==> src/rtl/uart_tx_parity.sv <==
// UART transmitter: start bit, 8 data bits LSB first, parity bit, stop bit,
// with a four-phase Send/Sent handshake on the parallel side.
module uart_tx_parity #(
  parameter int CLK_FREQUENCY = 100_000_000,
  parameter int BAUD_RATE     = 19_200,
  parameter int PARITY        = 1
) (
  input  logic       clk,
  input  logic       rst,
  input  logic       Send,
  input  logic [7:0] Din,
  output logic       Sout,
  output logic       Sent,
  output logic       Busy
);

  localparam int BIT_CYCLES = CLK_FREQUENCY / BAUD_RATE;
  localparam int CNT_W      = (BIT_CYCLES > 1) ? $clog2(BIT_CYCLES) : 1;
  localparam logic [CNT_W-1:0] CNT_LAST = CNT_W'(BIT_CYCLES - 1);

  localparam logic [2:0] ST_IDLE  = 3'd0;
  localparam logic [2:0] ST_START = 3'd1;
  localparam logic [2:0] ST_DATA  = 3'd2;
  localparam logic [2:0] ST_PAR   = 3'd3;
  localparam logic [2:0] ST_STOP  = 3'd4;
  localparam logic [2:0] ST_ACK   = 3'd5;

  logic [2:0]       state_q, state_d;
  logic [CNT_W-1:0] cnt_q, cnt_d;
  logic [2:0]       idx_q, idx_d;
  logic [7:0]       shift_q, shift_d;
  logic             parity_q, parity_d;
  logic             sout_q, sout_d;
  logic             sent_q, sent_d;
  logic             busy_q, busy_d;
  logic             bit_done;

  assign bit_done = (cnt_q == CNT_LAST);

  always_comb begin
    state_d  = state_q;
    cnt_d    = cnt_q;
    idx_d    = idx_q;
    shift_d  = shift_q;
    parity_d = parity_q;
    case (state_q)
      ST_IDLE: begin
        cnt_d = '0;
        if (Send) begin
          shift_d  = Din;
          parity_d = (PARITY != 0) ? ~^Din : ^Din;
          idx_d    = 3'd0;
          state_d  = ST_START;
        end
      end
      ST_START: begin
        cnt_d = bit_done ? '0 : cnt_q + 1'b1;
        if (bit_done) state_d = ST_DATA;
      end
      ST_DATA: begin
        cnt_d = bit_done ? '0 : cnt_q + 1'b1;
        // The counter also restarts at every data-bit boundary inside DATA.
        if (bit_done) begin
          shift_d = {1'b0, shift_q[7:1]};
          idx_d   = idx_q + 3'd1;
          if (idx_q == 3'd7) state_d = ST_PAR;
        end
      end
      ST_PAR: begin
        cnt_d = bit_done ? '0 : cnt_q + 1'b1;
        if (bit_done) state_d = ST_STOP;
      end
      ST_STOP: begin
        cnt_d = bit_done ? '0 : cnt_q + 1'b1;
        if (bit_done) state_d = ST_ACK;
      end
      ST_ACK: begin
        cnt_d = '0;
        if (!Send) state_d = ST_IDLE;
      end
      default: begin
        cnt_d   = '0;
        state_d = ST_IDLE;
      end
    endcase
  end

  // Outputs follow the current state one cycle later, so nothing is
  // combinational from Send or Din.
  always_comb begin
    sout_d = 1'b1;
    sent_d = 1'b0;
    busy_d = 1'b0;
    case (state_q)
      ST_START: begin sout_d = 1'b0;       busy_d = 1'b1; end
      ST_DATA:  begin sout_d = shift_q[0]; busy_d = 1'b1; end
      ST_PAR:   begin sout_d = parity_q;   busy_d = 1'b1; end
      ST_STOP:  begin sout_d = 1'b1;       busy_d = 1'b1; end
      ST_ACK:   begin sent_d = 1'b1; end
      default:  begin sout_d = 1'b1; end
    endcase
  end

  always_ff @(posedge clk) begin
    if (rst) begin
      state_q  <= ST_IDLE;
      cnt_q    <= '0;
      idx_q    <= 3'd0;
      shift_q  <= 8'h00;
      parity_q <= 1'b0;
      sout_q   <= 1'b1;
      sent_q   <= 1'b0;
      busy_q   <= 1'b0;
    end else begin
      state_q  <= state_d;
      cnt_q    <= cnt_d;
      idx_q    <= idx_d;
      shift_q  <= shift_d;
      parity_q <= parity_d;
      sout_q   <= sout_d;
      sent_q   <= sent_d;
      busy_q   <= busy_d;
    end
  end

  assign Sout = sout_q;
  assign Sent = sent_q;
  assign Busy = busy_q;

endmodule

==> config.mk <==
export PLATFORM = sky130hd
export DESIGN_NAME = uart_tx_parity
export DESIGN_NICKNAME = d
export VERILOG_FILES = /design/src/rtl/uart_tx_parity.sv
export SDC_FILE = /design/constraint.sdc
export NUM_CORES = 1
export LEC_CHECK = 0
export ABC_AREA = 1
export CORE_MARGIN = 3
export CORE_UTILIZATION = 47
export CTS_CLUSTER_SIZE = 40
export DETAILED_ROUTE_END_ITERATION = 8
export PLACE_DENSITY = 0.77
export SETUP_SLACK_MARGIN = 0.2
export SLEW_MARGIN = 15
export SYNTH_ARGS = -nofsm -noshare
export SYNTH_HDL_FRONTEND = slang
export SYNTH_SLANG_ARGS = --single-unit
==> constraint.sdc <==
create_clock -name clk -period 1.33 [get_ports clk]
set_input_delay 0.3325 -clock clk [delete_from_list [all_inputs] [get_ports clk]]
set_output_delay 0.3325 -clock clk [all_outputs]
set_load 0.1 [all_outputs]
==> results.toml, run 1 <==
[status]
outcome = "finished with violations"
violations = "setup timing"

[layout]
area_growth_syn_to_layout_pct = 43.6
fin_cells = 363
multi_input_area_um2 = 1130
fillers = 246
fin_nets = 330
drive_gt1_share_pct = 30.3
regArea_um2 = 639
antenna_cells = 0

[timing]
hold_ws_ns = 0.431
min_period_over_period_pct = 102
layout_min_cycle_time_ns = 1.35
finalWorstSetupSlack_ns = -0.0222
clock.fmax_ghz = 0.740
slew_headroom_pct = 85.0
drv_slew = 0
fin_skew_ns = 0.0103
rsz0062_at_grt = "true"
worstMarginPinSlew_ns = 0.224
hold_viol_final = 0
finalSetupTns_ns = -0.0831
setup_viol = 9

[route]
drtPass1Iterations = 5
post-route-drc-count = 0
num_vias = 1860
postRouteWirelength_um = 4860
ant_nets = 0
drtIter0Drc = 156
wire_per_inst_um = 13.4
viasPerCell = 5.12

[yosys]
yosys_warnings = 0
synth_seq_cells = 31
netlist.area_leader.share_pct = 34.8
synth_seq_area_share_pct = 34.8
syn_nets = 288
avgSynthCellArea_um2 = 6.50
synth_area_leader_cell = "dfxtp_1"
synth_cell_types = 25
synthTopCellsByArea = "dfxtp_1 35%, nand2_1 19%, nor2_1 7.4%"
syn_inst = 274
synth_area_um2 = 1780

[clock_tree]
cts_made_buffers = 5
clk_pin_slew_ns = 0.07
clockRootBuffer = "clkbuf_8"
htree_levels = 2
numClockSinks = 31
cts_tree = "done"
cts_hold_buf = 0
insertion_delay_ns = 0.29
clock_path_buffers = 2

[floorplanning]
num_io_pins = 14
core_um2 = 3490
initial_utilization_pct = 51.0
dieArea_um2 = 4570
fp-row-count = 21
dieHeight_um = 67.6
die_w_um = 67.6

[pwr]
p_total_mw = 6.36
p_seq_share_pct = 24.0
ir_worst_vdd_uv = 890
internal_power_mw = 3.54
power.density_nw_per_um2 = 2480
p_leak_nw = 1.22
p_sw_share_pct = 44.3
p_sw_mw = 2.82
clkPwrFrac_pct = 13.0
power_frac_comb_pct = 63.0

[worst_setup_path]
cp_max_fo = 11
critPathRequiredTime_ns = 1.52
critPathKind = "reg2reg"
r2r_slack_ns = -0.02
r2r_cells = 9
cp-start-kind = "register"
r2r_start = "state_q[1]$_SDFFE_PP0P_"
endpoint_kind = "register"
arrival_ns = 1.54
r2r_end = "shift_q[3]$_SDFFE_PP0P_"

[global_route]
top_usage_layer = "met2"
grt_pass1_vias = 1585
antenna_found_initial = 0
grt_pass1_wl_um = 6700
grt_usage_pct = 19.8
grtUsageMet3_pct = 5.99
grt_max_degree = 23
grt-ovfl-total = 0
grtUsageMet2_pct = 34.4
met1_usage_pct = 22.2

[placed_design]
dp_cells = 346
dp_hpwl_um = 2510
routabilityCongestion = 0.902
preCtsSetupSlack_ns = -0.234
io_buffers = 13

[hold_path]
worst_hold_startpoint = "rst"
worstHoldPathType = "in2reg"
hold_path_end = "Busy$_SDFF_PP0_"
hold-path-cell-count = 3

[run]
drv_cap = 0
## power groups by stage
stage	Combinational, mW	Clock, mW	Sequential (mW)
3_3_place_gp	2.70	0	1.47
3_5_place_dp	2.80	0	1.48
5_1_grt	4.31	0.870	1.54
2_1_floorplan	2.16	0	1.55
4_1_cts	3.06	0.837	1.46
6_report	4.00	0.829	1.52
## registers in the layout (all words and copies together) (netlist names)
signal / cells
cnt_q: 13
state_q: 3
shift_q: 8
Sout: 1
Sent: 1
idx_q: 3
parity_q: 1
Busy: 1
## per-layer routing
| layer | part of all wire [%] | vias to the layer above |
|---|---|---|
| met5 | 0 | - |
| met4 | 1.7 | 0 |
| met3 | 3.6 | 9 |
| met2 | 52 | 44 |
| met1 | 43 | 871 |
| li1 | - | 936 |
## Yosys cell counts (all sizes together)
library cell and number:
xnor2 2, inv 35, xor2 6, o21ai 5, dfxtp 31, or2 1, nor2 39, nor3 2
buf 9, nand2 91, nor4 1, ha 3, nand4 3, nor3b 1, a21oi 19, clkinv 1
nand3 25
## critical path, cell delays in order (launching register included)
cell and delay (ns):
dfxtp_4 0.38, nor2_4 0.16, nand2_2 0.08, nand2_1 0.07, nand2_1 0.08, inv_2 0.13
clkbuf_16 0.19, nand3_2 0.08, nand2_1 0.05, nor2_1 0.03
## timing repair
| action | in CTS | in global routing |
|---|---|---|
| buffers inserted | 2 | 2 |
| gates resized for setup | 19 | 38 |
| hold endpoints to repair | 0 | 0 |
| endpoints found under the setup margin | 32 | 32 |
| gates cloned | 2 | 3 |
| pin swaps | 2 | 7 |
## layout make-up
cell class                      count  share of cell area [%]
Clock buffer                        8                    3.91
Inverter                           36                    5.67
Multi-Input combinational cell    199                    44.1
Sequential cell                    31                    25.0
Tap cell                           46                    2.25
Timing Repair Buffer               43                    19.1
## cells by family (layout without fill, tap and decap cells)
group	after synthesis	after routing	synth area share, %
flops	31	31	34.8
xor+xnor	8	8	3.93
simple gates	163	164	39.5
buf+inv	45	87	12.9
compound gates	24	24	6.74
fa+ha+maj	3	3	2.11
## stage by stage
stage                     utilization, %  area (um2)
after floorplan                        -        1850
after global placement              61.9        2160
after detailed placement            61.9        2160
after CTS                           67.1        2340
after global routing                73.2        2560
final                               73.2        2560
## worst max-delay path by stage
stage	endpoint	cells after the start	slack (ns)	from
floorplan	idx_q[0]$_SDFFE_PP0P_	9	0.09	cnt_q[1]$_SDFF_PP0_
global placement	shift_q[3]$_SDFFE_PP0P_	9	-0.20	Send
detailed placement	shift_q[5]$_SDFFE_PP0P_	9	-0.23	Send
CTS	state_q[1]$_SDFFE_PP0P_	9	0.01	cnt_q[1]$_SDFF_PP0_
global route	state_q[1]$_SDFFE_PP0P_	9	-0.09	cnt_q[7]$_SDFF_PP0_
finish	shift_q[3]$_SDFFE_PP0P_	9	-0.02	state_q[1]$_SDFFE_PP0P_
## placed cells by master (no fill, tap or decap), types with 5 or more instances in the layout
master | synthesis | layout
clkbuf_8 | 0 | 7
a21oi_1 | 19 | 15
dfxtp_1 | 31 | 22
nand3_2 | 2 | 13
inv_1 | 33 | 31
dfxtp_2 | 0 | 6
buf_4 | 0 | 22
xor2_1 | 6 | 6
dlygate4sd2_1 | 0 | 8
buf_12 | 0 | 5
nand3_1 | 23 | 10
nand2_1 | 90 | 80
nand2_2 | 1 | 8
nor2_1 | 35 | 31
No activity file was read; power rests on OpenSTA's default activity.
==> run 2, diff against run 1 <==
CTS_BUF_LIST = sky130_fd_sc_hd__clkbuf_8   (was not set)
SLEW_MARGIN = 25   (was 15)
==> results.toml, run 2 (same netlist as run 1, synthesis figures left out) <==
[layout]
fin_nets = 331
largest_register = "cnt_q"
largest_register_ffs = 13
fin_cells = 364
drive_gt1_share_pct = 30.5
final_common_cell = "nand2_1"
fillers = 242
reg_top3 = "cnt_q (13), shift_q (8)"
antenna_cells = 0
area_growth_syn_to_layout_pct = 43.8
mostFrequentLayoutCells = "79 x nand2_1, 31 x inv_1, 31 x nor2_1"

[timing]
hold_ws_ns = 0.432
fin_skew_ns = 0.00645
drv_slew = 0
worstMarginPinSlew_ns = 0.260
clock.fmax_ghz = 0.721
min_period_over_period_pct = 104
hold_viol_final = 0
rsz0062_at_grt = "true"
finalWorstSetupSlack_ns = -0.0575
layout_min_cycle_time_ns = 1.39
slew_headroom_pct = 82.5
setup_viol = 9

[worst_setup_path]
worstSetupPathDepth = 8
worstPathCellList = "inv_2, nand3_4, nand2_1, nand2_2, inv_4, clkbuf_16, a21oi_1, nor2_1"
r2r_start = "state_q[0]$_SDFFE_PP0P_"
worst-path-buf-inv = 3
slowest_delay_ns = 0.38
crit_path_end = "idx_q[2]$_SDFFE_PP0P_"
endpoint_kind = "register"
r2r_end = "idx_q[2]$_SDFFE_PP0P_"
cp_max_fo = 6
r2r_slack_ns = -0.06
critPathKind = "reg2reg"
cp_top_family = "simple AND/OR/NAND/NOR gates"
startpoint = "state_q[0]$_SDFFE_PP0P_"
arrival_ns = 1.60
cp_slowest_cell = "dfxtp_4"
critPathRequiredTime_ns = 1.54
r2r_cells = 8
cp-start-kind = "register"

[hold_path]
worstHoldPathType = "in2reg"

[placed_design]
dp_hpwl_um = 2510
io_buffers = 13
routabilityCongestion = 0.902
dp_cells = 346

[clock_tree]
htree_levels = 2
insertion_delay_ns = 0.29
numClockSinks = 31
clock_path_buffers = 2
clockRootBuffer = "clkbuf_8"
cts_made_buffers = 5
cts_tree = "done"
clk_pin_slew_ns = 0.07

[global_route]
grt_pass1_vias = 1585
antenna_found_initial = 0
grt-ovfl-total = 0
grt_usage_pct = 19.8
grt_pass1_wl_um = 6700
grt_max_degree = 23

[floorplanning]
core_um2 = 3490
fp-row-count = 21
dieArea_um2 = 4570
num_io_pins = 14
die_w_um = 67.6
initial_utilization_pct = 51.0
dieHeight_um = 67.6

[status]
violations = "setup timing"
outcome = "finished with violations"

[route]
drtPass1Iterations = 4
ant_nets = 0
postRouteWirelength_um = 4990
drtIter0Drc = 233
post-route-drc-count = 0
viasPerCell = 5.12
wire_per_inst_um = 13.7
num_vias = 1864

[pwr]
ir_worst_vdd_uv = 992
p_leak_nw = 1.23
power.density_nw_per_um2 = 2520

[run]
drv_cap = 0
## run 2: final cells by class
class / count / area (um2) / area share [%]
Inverter: 36 / 145 / 5.66
Clock buffer: 7 / 96.3 / 3.76
Sequential cell: 31 / 637 / 24.9
Clock inverter: 1 / 3.75 / 0.146
Timing Repair Buffer: 44 / 500 / 19.5
Tap cell: 46 / 57.6 / 2.25
Multi-Input combinational cell: 199 / 1120 / 43.8
## run 2: worst min-delay path, cell delays in order
cell	delay (ns)
dlymetal6s2s_1	0.17
buf_4	0.15
a21oi_1	0.03
## run 2: report_power, final
| group | total, mW | internal [mW] | switching [mW] | leakage (nW) |
|---|---|---|---|---|
| sequential | 1.51 | 1.24 | 0.269 | 0.257 |
| clock | 0.817 | 0.464 | 0.353 | 0.0557 |
| combinational | 4.13 | 1.87 | 2.26 | 0.918 |
## run 2: worst min-delay path by stage
stage | from | cells after the start | slack, ns | endpoint
5_1_grt | rst | 3 | 0.45 | Busy$_SDFF_PP0_
4_1_cts | cnt_q[9]$_SDFF_PP0_ | 2 | 0.48 | cnt_q[9]$_SDFF_PP0_
2_1_floorplan | rst | 1 | 0.39 | Busy$_SDFF_PP0_
6_report | rst | 3 | 0.43 | Busy$_SDFF_PP0_
3_5_place_dp | cnt_q[0]$_SDFF_PP0_ | 1 | 0.44 | cnt_q[0]$_SDFF_PP0_
3_3_place_gp | cnt_q[0]$_SDFF_PP0_ | 1 | 0.43 | cnt_q[0]$_SDFF_PP0_
## run 2: per-layer routing
| layer | GRT usage (%) | wire length [um] |
|---|---|---|
| met1 | 22.2 | 2060 |
| met2 | 34.4 | 2610 |
| met3 | 5.99 | 180 |
| met4 | 8.61 | 140 |
| met5 | 0 | 0 |
## run 2: per-stage QoR
step / utilization, % / worst slack [ns] / total power, mW / setup TNS (ns) / instance area [um2]
finish: 73.3 / -0.0575 / 6.45 / -0.128 / 2560
global route: 73.3 / -0.0939 / 6.84 / -0.904 / 2560
CTS: 67.1 / 0.0101 / 5.35 / 0 / 2340
detailed placement: 61.9 / -0.234 / 4.28 / -4.15 / 2160
global placement: 61.9 / -0.203 / 4.17 / -3.71 / 2160
floorplan: - / 0.0907 / 3.71 / 0 / 1850
## run 2: what timing repair did
item                       in CTS  in global routing
gates cloned                    2                  4
setup endpoints to repair      32                 32
gates resized for setup        19                 37
hold buffers                    0                  0
setup buffers                   2                  2
pin swaps                       2                  3
